[src/rtl/wb_sdram_port_pkg.sv]
// Shared definitions for the Wishbone-to-SDRAM-controller port: FSM states
// and the derivation of the line geometry from the controller burst length.
package wb_sdram_port_pkg;

  typedef enum logic [2:0] {
    IDLE    = 3'd0,
    WR_HI   = 3'd1,
    WR_LO   = 3'd2,
    RD_REQ  = 3'd3,
    RD_FILL = 3'd4
  } state_e;

  // The controller only supports bursts of 4 or 8 halfwords.
  function automatic bit burst_len_ok(input int bl);
    return (bl == 4) || (bl == 8);
  endfunction

  // Byte-offset width of one line of BURST_LENGTH halfwords.
  function automatic int line_bits(input int bl);
    return $clog2(bl * 2);
  endfunction

endpackage

[src/rtl/wb_sdram_port_linebuf.sv]
// One-line read buffer: BURST_LENGTH halfwords, the line tag and a valid flag.
// Reads return a big-endian 32-bit word selected by word index.
module wb_sdram_port_linebuf #(
  parameter int BURST_LENGTH = 8,
  parameter int LINE_BITS    = 4
) (
  input  logic                   clk_i,
  input  logic                   rst_ni,
  input  logic                   wr_en_i,
  input  logic [LINE_BITS-2:0]   wr_idx_i,
  input  logic [15:0]            wr_dat_i,
  input  logic [LINE_BITS-3:0]   rd_widx_i,
  output logic [31:0]            rd_dat_o,
  input  logic                   tag_load_i,
  input  logic [31-LINE_BITS:0]  tag_i,
  output logic [31-LINE_BITS:0]  tag_o,
  input  logic                   clear_i,
  input  logic                   set_valid_i,
  output logic                   valid_o
);

  logic [15:0]           mem_q [BURST_LENGTH];
  logic [31-LINE_BITS:0] tag_q;
  logic                  valid_q;

  always_ff @(posedge clk_i) begin
    if (wr_en_i) mem_q[wr_idx_i] <= wr_dat_i;
  end

  always_ff @(posedge clk_i or negedge rst_ni) begin
    if (!rst_ni) begin
      tag_q   <= '0;
      valid_q <= 1'b0;
    end else begin
      if (tag_load_i) tag_q <= tag_i;
      // A clear comes from a new bus access and always beats a late set.
      if (clear_i)          valid_q <= 1'b0;
      else if (set_valid_i) valid_q <= 1'b1;
    end
  end

  assign rd_dat_o = {mem_q[{rd_widx_i, 1'b0}], mem_q[{rd_widx_i, 1'b1}]};
  assign tag_o    = tag_q;
  assign valid_o  = valid_q;

endmodule

[src/rtl/wb_sdram_port.sv]
// Wishbone B3 classic slave that splits 32-bit writes into halfword requests
// and serves reads from a one-line buffer filled by controller read bursts.
module wb_sdram_port
  import wb_sdram_port_pkg::*;
#(
  parameter int BURST_LENGTH = 8
) (
  input  logic        sdram_clk,
  input  logic        sdram_rst_n,
  input  logic [31:0] wb_adr_i,
  input  logic [31:0] wb_dat_i,
  input  logic [3:0]  wb_sel_i,
  input  logic        wb_we_i,
  input  logic        wb_cyc_i,
  input  logic        wb_stb_i,
  output logic [31:0] wb_dat_o,
  output logic        wb_ack_o,
  output logic        ctrl_acc_o,
  output logic [31:0] ctrl_adr_o,
  output logic [15:0] ctrl_dat_o,
  output logic [1:0]  ctrl_sel_o,
  output logic        ctrl_we_o,
  input  logic        ctrl_ack_i,
  input  logic [31:0] ctrl_adr_i,
  input  logic [15:0] ctrl_dat_i,
  output logic [2:0]  state_o,
  output logic        line_valid_o
);

  localparam int LINE_BITS = line_bits(BURST_LENGTH);
  localparam int CNT_W     = LINE_BITS - 1;

  // Handshakes: a bus request is taken when cyc & stb are high and no ack is
  // pending; the master holds it until wb_ack_o. A controller request stands
  // while ctrl_acc_o is high and is consumed in the cycle ctrl_ack_i is high.
  state_e                state_q, state_d;
  logic                  acc_q, acc_d, we_q, we_d, ack_q, ack_d;
  logic [31:0]           adr_q, adr_d, rdat_q, rdat_d;
  logic [15:0]           dat_q, dat_d, beat0_q, beat0_d;
  logic [1:0]            sel_q, sel_d;
  logic [CNT_W-1:0]      cnt_q, cnt_d;
  logic                  req, tag_eq, lo_override;
  logic                  buf_wr, buf_clear, buf_set, tag_load, buf_valid;
  logic [31:0]           buf_rd;
  logic [31-LINE_BITS:0] buf_tag;
  logic                  unused_bits;

  wb_sdram_port_linebuf #(.BURST_LENGTH(BURST_LENGTH), .LINE_BITS(LINE_BITS)) u_linebuf (
    .clk_i       (sdram_clk),
    .rst_ni      (sdram_rst_n),
    .wr_en_i     (buf_wr),
    .wr_idx_i    (ctrl_adr_i[LINE_BITS-1:1]),
    .wr_dat_i    (ctrl_dat_i),
    .rd_widx_i   (wb_adr_i[LINE_BITS-1:2]),
    .rd_dat_o    (buf_rd),
    .tag_load_i  (tag_load),
    .tag_i       (wb_adr_i[31:LINE_BITS]),
    .tag_o       (buf_tag),
    .clear_i     (buf_clear),
    .set_valid_i (buf_set),
    .valid_o     (buf_valid)
  );

  always_comb begin
    state_d   = state_q;
    acc_d     = acc_q;
    we_d      = we_q;
    ack_d     = 1'b0;
    adr_d     = adr_q;
    dat_d     = dat_q;
    sel_d     = sel_q;
    rdat_d    = rdat_q;
    cnt_d     = cnt_q;
    beat0_d   = beat0_q;
    buf_wr    = 1'b0;
    buf_clear = 1'b0;
    buf_set   = 1'b0;
    tag_load  = 1'b0;
    req       = wb_cyc_i & wb_stb_i & ~ack_q;
    tag_eq    = (wb_adr_i[31:LINE_BITS] == buf_tag);
    case (state_q)
      IDLE: if (req) begin
        if (wb_we_i) begin
          if (tag_eq) buf_clear = 1'b1;
          if (wb_sel_i[3:2] != 2'b00) begin
            state_d = WR_HI;
            acc_d = 1'b1; we_d = 1'b1;
            adr_d = {wb_adr_i[31:2], 2'b00}; dat_d = wb_dat_i[31:16]; sel_d = wb_sel_i[3:2];
          end else if (wb_sel_i[1:0] != 2'b00) begin
            state_d = WR_LO;
            acc_d = 1'b1; we_d = 1'b1;
            adr_d = {wb_adr_i[31:2], 2'b10}; dat_d = wb_dat_i[15:0]; sel_d = wb_sel_i[1:0];
          end else begin
            ack_d = 1'b1;
          end
        end else if (buf_valid && tag_eq) begin
          rdat_d = buf_rd;
          ack_d  = 1'b1;
        end else begin
          state_d = RD_REQ;
          acc_d = 1'b1; we_d = 1'b0;
          adr_d = {wb_adr_i[31:2], 2'b00}; sel_d = 2'b11;
          buf_clear = 1'b1;
          tag_load  = 1'b1;
        end
      end
      WR_HI: if (ctrl_ack_i) begin
        if (wb_sel_i[1:0] != 2'b00) begin
          state_d = WR_LO;
          adr_d = {wb_adr_i[31:2], 2'b10}; dat_d = wb_dat_i[15:0]; sel_d = wb_sel_i[1:0];
        end else begin
          state_d = IDLE; acc_d = 1'b0; we_d = 1'b0; ack_d = 1'b1;
        end
      end
      WR_LO: if (ctrl_ack_i) begin
        state_d = IDLE; acc_d = 1'b0; we_d = 1'b0; ack_d = 1'b1;
      end
      RD_REQ: if (ctrl_ack_i) begin
        state_d = RD_FILL;
        acc_d   = 1'b0;
        cnt_d   = CNT_W'(1);
        buf_wr  = 1'b1;
        beat0_d = ctrl_dat_i;
      end
      RD_FILL: begin
        // The burst wraps, so beats 0 and 1 are the requested word.
        buf_wr = 1'b1;
        cnt_d  = cnt_q + CNT_W'(1);
        if (cnt_q == CNT_W'(1)) begin
          rdat_d = {beat0_q, ctrl_dat_i};
          ack_d  = 1'b1;
        end
        if (cnt_q == CNT_W'(BURST_LENGTH - 1)) begin
          buf_set = 1'b1;
          state_d = IDLE;
        end
      end
      default: state_d = IDLE;
    endcase
  end

  always_ff @(posedge sdram_clk or negedge sdram_rst_n) begin
    if (!sdram_rst_n) begin
      state_q <= IDLE;
      acc_q   <= 1'b0;
      we_q    <= 1'b0;
      ack_q   <= 1'b0;
      adr_q   <= '0;
      dat_q   <= '0;
      sel_q   <= '0;
      rdat_q  <= '0;
      cnt_q   <= '0;
      beat0_q <= '0;
    end else begin
      state_q <= state_d;
      acc_q   <= acc_d;
      we_q    <= we_d;
      ack_q   <= ack_d;
      adr_q   <= adr_d;
      dat_q   <= dat_d;
      sel_q   <= sel_d;
      rdat_q  <= rdat_d;
      cnt_q   <= cnt_d;
      beat0_q <= beat0_d;
    end
  end

  // The controller samples acc/adr in its ack cycle, so the next request (or
  // its absence) has to be visible combinationally in that same cycle.
  assign lo_override = (state_q == WR_HI) && ctrl_ack_i && (wb_sel_i[1:0] != 2'b00);
  assign ctrl_acc_o  = acc_q & ~(ctrl_ack_i & ((state_q == WR_LO) || (state_q == RD_REQ) ||
                                               ((state_q == WR_HI) && (wb_sel_i[1:0] == 2'b00))));
  assign ctrl_adr_o  = lo_override ? {wb_adr_i[31:2], 2'b10} : adr_q;
  assign ctrl_dat_o  = lo_override ? wb_dat_i[15:0] : dat_q;
  assign ctrl_sel_o  = lo_override ? wb_sel_i[1:0] : sel_q;
  assign ctrl_we_o   = we_q;

  assign wb_ack_o     = ack_q;
  assign wb_dat_o     = rdat_q;
  assign state_o      = state_q;
  assign line_valid_o = buf_valid;

  assign unused_bits = ^{wb_adr_i[1:0], ctrl_adr_i[31:LINE_BITS], ctrl_adr_i[0]};

endmodule

[config.mk]
export PLATFORM = sky130hd
export DESIGN_NAME = wb_sdram_port
export DESIGN_NICKNAME = d
export VERILOG_FILES = /design/src/rtl/wb_sdram_port_pkg.sv /design/src/rtl/wb_sdram_port_linebuf.sv /design/src/rtl/wb_sdram_port.sv
export SDC_FILE = /design/constraint.sdc
export NUM_CORES = 1
export LEC_CHECK = 0
export BUFFER_PORTS_ARGS = -buffer_cell sky130_fd_sc_hd__buf_2
export CAP_MARGIN = 40
export CORE_ASPECT_RATIO = 1.75
export CORE_UTILIZATION = 35
export DETAILED_ROUTE_END_ITERATION = 8
export REMOVE_ABC_BUFFERS = 1
export SYNTH_ARGS = -nofsm -noshare
export SYNTH_HDL_FRONTEND = slang
export SYNTH_SLANG_ARGS = --single-unit
export TNS_END_PERCENT = 5
[constraint.sdc]
create_clock -name sdram_clk -period 4.8 [get_ports sdram_clk]
set_input_delay 0.24 -clock sdram_clk [delete_from_list [all_inputs] [get_ports sdram_clk]]
set_output_delay 0.24 -clock sdram_clk [all_outputs]
set_load 0.01 [all_outputs]
==> results of run 1 <==
## through the flow
stage / utilization (%) / area [um2] / cells
6_report: 43.8 / 14200 / 1426
5_1_grt: 43.8 / 14200 / 1426
2_1_floorplan: - / 11400 / 740
3_3_place_gp: 40.0 / 13000 / 1337
3_5_place_dp: 40.3 / 13100 / 1341
4_1_cts: 43.8 / 14200 / 1426
## where the power goes
group	internal (W)	total [W]	leakage [nW]	switching, W
clock	0.00105	0.00190	0.372	0.000849
sequential	0.00298	0.00330	2.80	0.000328
combinational	0.00129	0.00245	2.63	0.00116
total	0.00531	0.00765	5.80	0.00234
## kinds of logic after synthesis
group | after synthesis
compound gates | 69
xor+xnor | 28
fa+ha+maj | 3
buf+inv | 43
flops | 264
mux | 187
simple gates | 185
## cells in the mapped netlist, drive strengths merged, types with 4 or more instances
master	number	area [um2]
nor4	9	62.6
o22ai	19	119
or3	4	30.0
nand3	5	25.0
o211ai	6	45.0
buf	15	106
nand2b	6	37.5
edfxtp	128	3840
clkbuf	24	90.1
xor2	28	245
nand2	107	402
inv	4	15.0
nor2	33	124
a21oi	22	121
o21ai	8	40.0
mux2	154	1850
dfrtp	136	3400
mux4	32	721
nor3	10	66.3
## routing by layer
layer,part of all wire [%],routed length [um],GRT usage (%),up-vias
met2,54,14000,29.3,155
li1,-,-,-,3322
met1,40,10200,17.6,3645
met3,3.6,934,1.89,41
met4,2.5,659,5.37,0
met5,0,0,0,-
## state kept, by name, indices dropped and copies added, names as in the netlist
name / cells
wb_ack_o: 1
state_o: 3
u_linebuf.tag_o: 28
u_linebuf.valid_o: 1
sel_q: 2
cnt_q: 3
u_linebuf.mem_q: 128
adr_q: 32
beat0_q: 16
acc_q: 1
dat_q: 16
wb_dat_o: 32
ctrl_we_o: 1
## cell type report
class | instances | area [um2]
Sequential cell | 264 | 7250
Timing Repair Buffer | 240 | 1510
Clock buffer | 34 | 679
Fill cell | 2979 | 18200
Clock inverter | 12 | 88.8
Tap cell | 400 | 500
Inverter | 4 | 15.0
Multi-Input combinational cell | 472 | 4170
## worst min path at each step
stage | startpoint | endpoint | slack [ns] | depth (start not counted)
after floorplan | sdram_rst_n | acc_q | -0.06 | 0
after global placement | sdram_rst_n | dat_q[15] | 0.39 | 1
after detailed placement | sdram_rst_n | dat_q[15] | 0.19 | 1
after CTS | wb_dat_i[6] | dat_q[6] | 0.0001 | 3
after global routing | ctrl_dat_i[7] | u_linebuf.mem_q[7][7] | 0.01 | 1
final | wb_dat_i[15] | dat_q[15] | 0.03 | 3
## layout by cell type (no fill, tap or decap), drive strengths merged, types with 2 or more instances in the layout
cell type    synthesis  routed
nand3                5       5
nand4                2       2
o22ai               19      19
or2                  3       3
nand2              107     107
buf                 15     201
a31oi                2       2
o21ai                8       8
mux2               154     154
o21a                 3       3
inv                  4       5
nor2                33      33
clkinvlp             0       2
dlygate4sd3          0      39
dfrtp              136     136
xor2                28      28
or3                  4       4
nand2b               6       6
nor3                10      10
nand3b               3       3
ha                   3       3
a21oi               22      22
edfxtp             128     128
a22oi                2       2
clkbuf              24      34
nor4                 9       9
clkinv               0       8
mux4                32      32
o211ai               6       6
## worst max-delay path, cell delays in order, from the launching register on
cell	delay, ns
sky130_fd_sc_hd__dfrtp_1	0.48
sky130_fd_sc_hd__nor2_1	0.29
sky130_fd_sc_hd__nand3_1	0.24
sky130_fd_sc_hd__nor2_4	0.67
sky130_fd_sc_hd__buf_4	0.43
sky130_fd_sc_hd__mux2_2	0.38
sky130_fd_sc_hd__buf_2	0.14
## timing repair
action,CTS,global route
setup buffers,0,0
hold endpoints to repair,192,0
hold buffers,39,0
==> flow_results.org, run 1 <==
** Logic synthesis
- The number of different library cells used by synthesis comes to 48.
- After Yosys synthesis, full adders, half adders and majority gates account for 0.324% of the synthesized area.
- By area, the combinational part of the netlist is dominated by multiplexers.
- The mapped netlist covers 11600 um2.
- Synthesis produced a netlist whose cell count is between 700 and 800.
- Averaged over all synthesized cells, the footprint is about 15 um2.
- The synthesized netlist devotes between 7 and 8% of its cell area to simple gates.
- The synthesized design contains 264 register bits.
- Async set or reset register ratio after synthesis :: between 50% and 60%
- The synthesized netlist devotes between 2 and 2.5% of its cell area to XOR and XNOR gates.
- For this run, the register share of the synthesized area comes to a little over three fifths.
- In the synthesized netlist the dominant register cell turns out to be sky130_fd_sc_hd__dfrtp_1.
- Share of synthesized area spent on multiplexers :: between 20% and 30%
- Compound-cell area share of the yosys netlist :: between 3 and 4%
- Counting flops with a built-in enable in the synthesized netlist gives 128.
- During synthesis, Yosys emitted a total of 0 warnings.

** Status
- The run finished with clean final reports.

** CTS
- Clk sink count :: around 260
- TritonCTS built the clock tree.
- CTS H-tree depth :: 1
- Buffers inserted during clock tree synthesis total 25.
- In this run the clock root is driven by a sky130_fd_sc_hd__clkbuf_16.
- Clock tree buffer depth :: 3
- Clock-pin slew was measured on the worst setup and hold paths at approximately 0.070 ns.
- Resized cells post-CTS :: 0
- Worst-skew pair later-pin latency :: about 0.55 ns

** Global route
- The number of global-route vias before repair was ~7.5k.
- Entering global routing, the biggest net connects 50 pins.
- Total global routing track utilization :: ~15%
- For this run the aggregate overflow at the end of global routing stands at 0.
- Antenna violations before repair :: 0
- The first global-routing pass estimated roughly 40000 um of wire.

** Layout
- Layout overhead on the synthesized area :: 22.7%
- The number of antenna diodes in the final layout is 0.
- In the final layout, the share of cells above drive strength 1 is roughly 42%.
- Net count reported at finish :: 1132

** STA
- Pins Over Slew Limit :: 0
- Adding up every negative setup slack in the final design gives 0 ns.
- Share of the cycle needed by the critical path after routing :: about 72%
- Setup skew after layout :: 0.0174 ns
- Static timing analysis puts the maximum clock frequency at 0.291 GHz.
- For the finished layout, the period the worst path requires is 3.44 ns.
- Setup violations, final :: 0
- Final Hold Vio Count :: 0
- Setup slack closes at ~1.4 ns.
- Final hold analysis gives a worst-case slack of about 0.027 ns.
- Setup repair after global routing missed its margin :: no
- Slew at the pin closest to its max-slew limit :: between 0.8 and 0.9 ns
- Measured against its own limit, the worst slew margin works out to about two fifths.

** Setup path
- STA classifies the critical path endpoint as an output pin.
- Type of the setup path with the least slack :: flop to output pin
- Data on the critical path arrives at its endpoint at around 3.2 ns.
- Type of element launching the critical path :: flop
- For the worst setup path, the data required time is between 4 and 5 ns.
- The critical path starts at state_o[2].
- Capture point of the worst path :: ctrl_adr_o[29]
- In this run the register-to-register setup slack is about 1.6 ns.
- In this run the critical register-to-register path is captured at wb_dat_o[31].
- Critical path fanouts, max :: 28
- Measured in cells, the most critical reg-to-reg path has a length of 7.
- In this run the critical register-to-register path is launched from u_linebuf.tag_o[23].

** Drt
- After detailed routing, the average wire length per cell comes to ~18 um.
- DRT antenna net count :: 0
- After detailed routing, the number of vias per cell comes to ~5.0.
- DRC :: 0
- Number of violations reported at the end of detailed-routing iteration 0 :: approximately 180
- Across all layers, the routed design uses slightly above 7k vias.
- After detailed routing, the total wire length is about 26000 um.
- Number of detailed-routing iterations run before antenna repair :: 4

** Floorplanning
- The core region is 32400 um2.
- Die W :: 140 um
- The initial utilization of the core area, before any placement, comes to 35.7%.
- The die covers approximately 34000 um2.
- between 200 and 250 I/O pins were placed.
- Height of the chip :: ~240 um
- Row count :: slightly below 90

** Placed design
- Routability congestion estimate :: 0.803
- Number of buffers inserted by port buffering :: between 150 and 200
- Post-detailed-placement half-perimeter wirelength :: about 17000 um
- Setup WS pre-CTS :: around 1.5 ns

** Flow run
- Reported max-cap violation count :: 0

** Power
- Across the VDD grid, the largest voltage drop is ~0.3 mV.
- Final total power :: around 0.0077 W
- For this design the static power due to leakage is around 5.8 nW.
- Pwr Density :: about 540 nW/um2

** Hold path
- Worst min-delay path class :: input port to flop
Power figures use the tool's default switching activity.
==> run 2: changes to the inputs <==
Clock period 4.8 ns to 3.2 ns, I/O delays scaled along.
==> run 2 against run 1 <==
Net effect: worst hold slack improved by 0.030 ns; flip-flop and latch count did not move; non-clock buffer count rose by 51; routed wire length rose by 1.6%; highest routed layer unchanged; largest cell class unchanged.
==> flow_results.org, run 2 (same netlist as run 1, synthesis figures left out) <==
** Layout
- Layout cells sized above 1 :: 41.6% (-0.70 points)
- The number of fillers in the final layout was 2918 (-2.0%).
- Net count reported at finish :: 1183 (+4.5%)
- Total inserted antenna cells :: 0 (unchanged)
- Final core utilization :: 45.6% (+1.8 points)
- The final instance count without filler cells was 1477 (+3.6%).
- Leading cell type in the layout, fill and taps excluded :: sky130_fd_sc_hd__buf_2
- The area used by multi-input combinational logic was 4170 um2 (unchanged).
- The area growth from synthesis to layout is 27.7%.
- Register with the highest flop count :: u_linebuf.mem_q
- The footprint of the flip-flops and latches came to 7250 um2 (unchanged).
- The number of flip-flops under the largest register name is 128 (unchanged).
- Most used cells in the layout excluding fill and tap cells :: sky130_fd_sc_hd__buf_2, sky130_fd_sc_hd__dfrtp_1, sky130_fd_sc_hd__edfxtp_1

** Floorplanning
- Boundary pin count :: 211 (unchanged)
- The overall die height was 243 um (unchanged).
- The row count is 87 (unchanged).
- Die W :: 140 um (unchanged)
- The die area is 33900 um2 (unchanged).
- The initial cell density of the core was 35.7% (unchanged).
- The area of the core region came to 32400 um2 (unchanged).

** CTS
- TritonCTS built the clock tree.
- The number of buffers on the longest clock path is 3 (unchanged).
- The clock edge transition at the registers on the reported setup and hold paths came to 0.07 ns (about the same).
- CTS H-tree depth :: 1 (unchanged)
- The number of instances resized during post-cts repair is 0 (unchanged).
- The number of clock sinks was 264 (unchanged).
- Num CTS Buffers :: 25 (unchanged)
- The latest clock arrival within the worst-skew pair was 0.54 ns (about the same).
- Library cell used as clock root buffer :: sky130_fd_sc_hd__clkbuf_16

** Global route
- The number of antenna violations at the first check in global routing is 0 (unchanged).
- The sum of overflow across all layers after global routing was 0 (unchanged).
- Global-route wire length before repair :: 41500 um (+2.0%)
- The total track usage came to 15.7% (+0.29 points).
- The number of global-route vias before repair was 7636 (+1.3%).
- Maximum number of pins on one net before global-route repair :: 82 (+64%)

** Setup path
- The data arrival time at the worst-slack endpoint is 3.19 ns (about the same).
- Critical path required time :: 3.63 ns (-0.93 ns)
- Critical Path End Type :: flop
- The worst setup path is of the flop to flop kind.
- Worst setup path start :: u_linebuf.tag_o[19]
- In this run the critical register-to-register path is launched from u_linebuf.tag_o[19].
- Critical path fanouts, max :: 32 (+14%)
- STA classifies the critical path startpoint as a flop.

** Power
- The worst vdd rail ir drop came to 0.391 mV (+30%).
- The leakage component of the power came to 6.06 nW (+4.4%).
- The post-layout total power is 0.0119 W (+56%).
- Pwr Density :: 806 nW/um2 (+50%)

** STA
- Final Hold Vio Count :: 0 (unchanged)
- Slew at the pin closest to its max-slew limit :: 0.853 ns (-0.0209 ns)
- The final worst clock skew is 0.0129 ns (-0.00451 ns).
- Setup repair after global routing missed its margin :: no
- The tightest slew margin relative to the limit is 42.9% (+1.4 points).
- Dividing the final minimum period by the clock period gives a little under nine tenths.
- Derived from the worst setup path, the maximum achievable clock frequency is approximately 0.36 GHz.
- The final number of max-transition violations is 0 (unchanged).
- Setup violations, final :: 0 (unchanged)
- For the finished layout, the period the worst path requires is approximately 2.8 ns.

** Status
- Run status :: finished clean

** Placed design
- Number of buffers inserted by port buffering :: 179 (unchanged)
- Post-detailed-placement half-perimeter wirelength :: 17100 um (-0.61%)
- The placer congestion estimate is 0.814 (+1.4%).
- The number of cells after detailed placement is 1352 (+0.82%).

** Drt
- The highest metal layer carrying signal wires in the routed design is met4.
- DRT antenna net count :: 0 (unchanged)
- Final routed wire length divided by cell count :: 17.8 um (-1.9%)
- The via-per-instance ratio is 4.92 (-2.0%).
- Detailed-routed wire length on met3 :: 878 um (-6.0%)
- Wire length on met1 :: 10300 um (+0.93%)
- The number of violations reported at the end of detailed-routing iteration 0 was 286 (+57%).
- Count of vias placed by the detailed router :: 7270 (+1.5%)
- The met2 wire length came to 14400 um (+2.2%).
- DRC :: 0 (unchanged)
- The first-pass iteration count of the detailed router is 4 (unchanged).
- Drt total wl :: 26300 um (+1.6%)

** Hold path
- The tightest min-delay check is of the input port to flop type.
- Min-delay src :: wb_sel_i[0]

** Flow run
- The count of max-cap constraint violations came to 0 (unchanged).
==> run 2: changes by cell type in the layout (fill, tap and decap cells not counted), sizes merged <==
cell / before / now
buf: 201 / 212
bufinv: 1 / 5
clkbuf: 34 / 29
clkinv: 8 / 5
clkinvlp: 2 / 6
dlygate4sd3: 39 / 79
==> run 2: worst paths after layout <==
| check | cells past startpoint | slack, ns | to |
|---|---|---|---|
| max | 7 | 0.44 | wb_dat_o[31] |
| min | 3 | 0.06 | sel_q[1] |
| max reg2reg | 7 | 0.44 | wb_dat_o[31] |
| min reg2reg | 1 | 0.49 | adr_q[21] |
| max in group asynchronous | 3 | 2.18 | adr_q[31] |
| min in group asynchronous | 2 | 0.23 | dat_q[15] |
==> run 2: per-stage QoR <==
step                cell area (um2)  setup WS, ns  hold slack (ns)  setup TNS [ns]
finish                        14800         0.440           0.0569               0
global route                  14800         0.261           0.0557               0
CTS                           14800         0.341           0.0240               0
detailed placement            13100         0.357            0.274               0
global placement              13100         0.372            0.266               0
floorplan                     11400        -0.402           -0.136          -30.92
==> run 2: metal layers <==
metal	GRT usage (%)	vias to the layer above
met1	17.5	3641
met3	1.78	40
met5	0	-
met2	30.4	158
li1	-	3431
met4	5.62	0
==> run 2: critical path, cell delays in order (launching register included) <==
cell and delay (ns):
sky130_fd_sc_hd__dfrtp_1 0.39, sky130_fd_sc_hd__xor2_1 0.14, sky130_fd_sc_hd__nor4_1 0.39, sky130_fd_sc_hd__nand4_1 0.38, sky130_fd_sc_hd__or3_4 0.50, sky130_fd_sc_hd__a21oi_4 0.18, sky130_fd_sc_hd__buf_12 0.28, sky130_fd_sc_hd__mux2_2 0.37
==> run 2: power by group <==
group	switching (W)	leakage, nW	internal, W	total (W)
registers	0.000485	2.80	0.00446	0.00495
clock network	0.00130	0.399	0.00185	0.00315
logic	0.00177	2.86	0.00206	0.00383
==> run 2: area by class of cell <==
class,instances,area share (%)
clock buffers,29,4.33
inverters,4,0.101
repair buffers,291,13.5
clock inverters,17,1.52
flip-flops and latches,264,49.0
multi-input cells,472,28.2
well taps,400,3.38
==> run 2: repair_timing <==
| item | CTS | global route |
|---|---|---|
| endpoints found under the hold margin | 292 | 0 |
| hold buffers | 79 | 0 |
| buffers inserted | 0 | 0 |
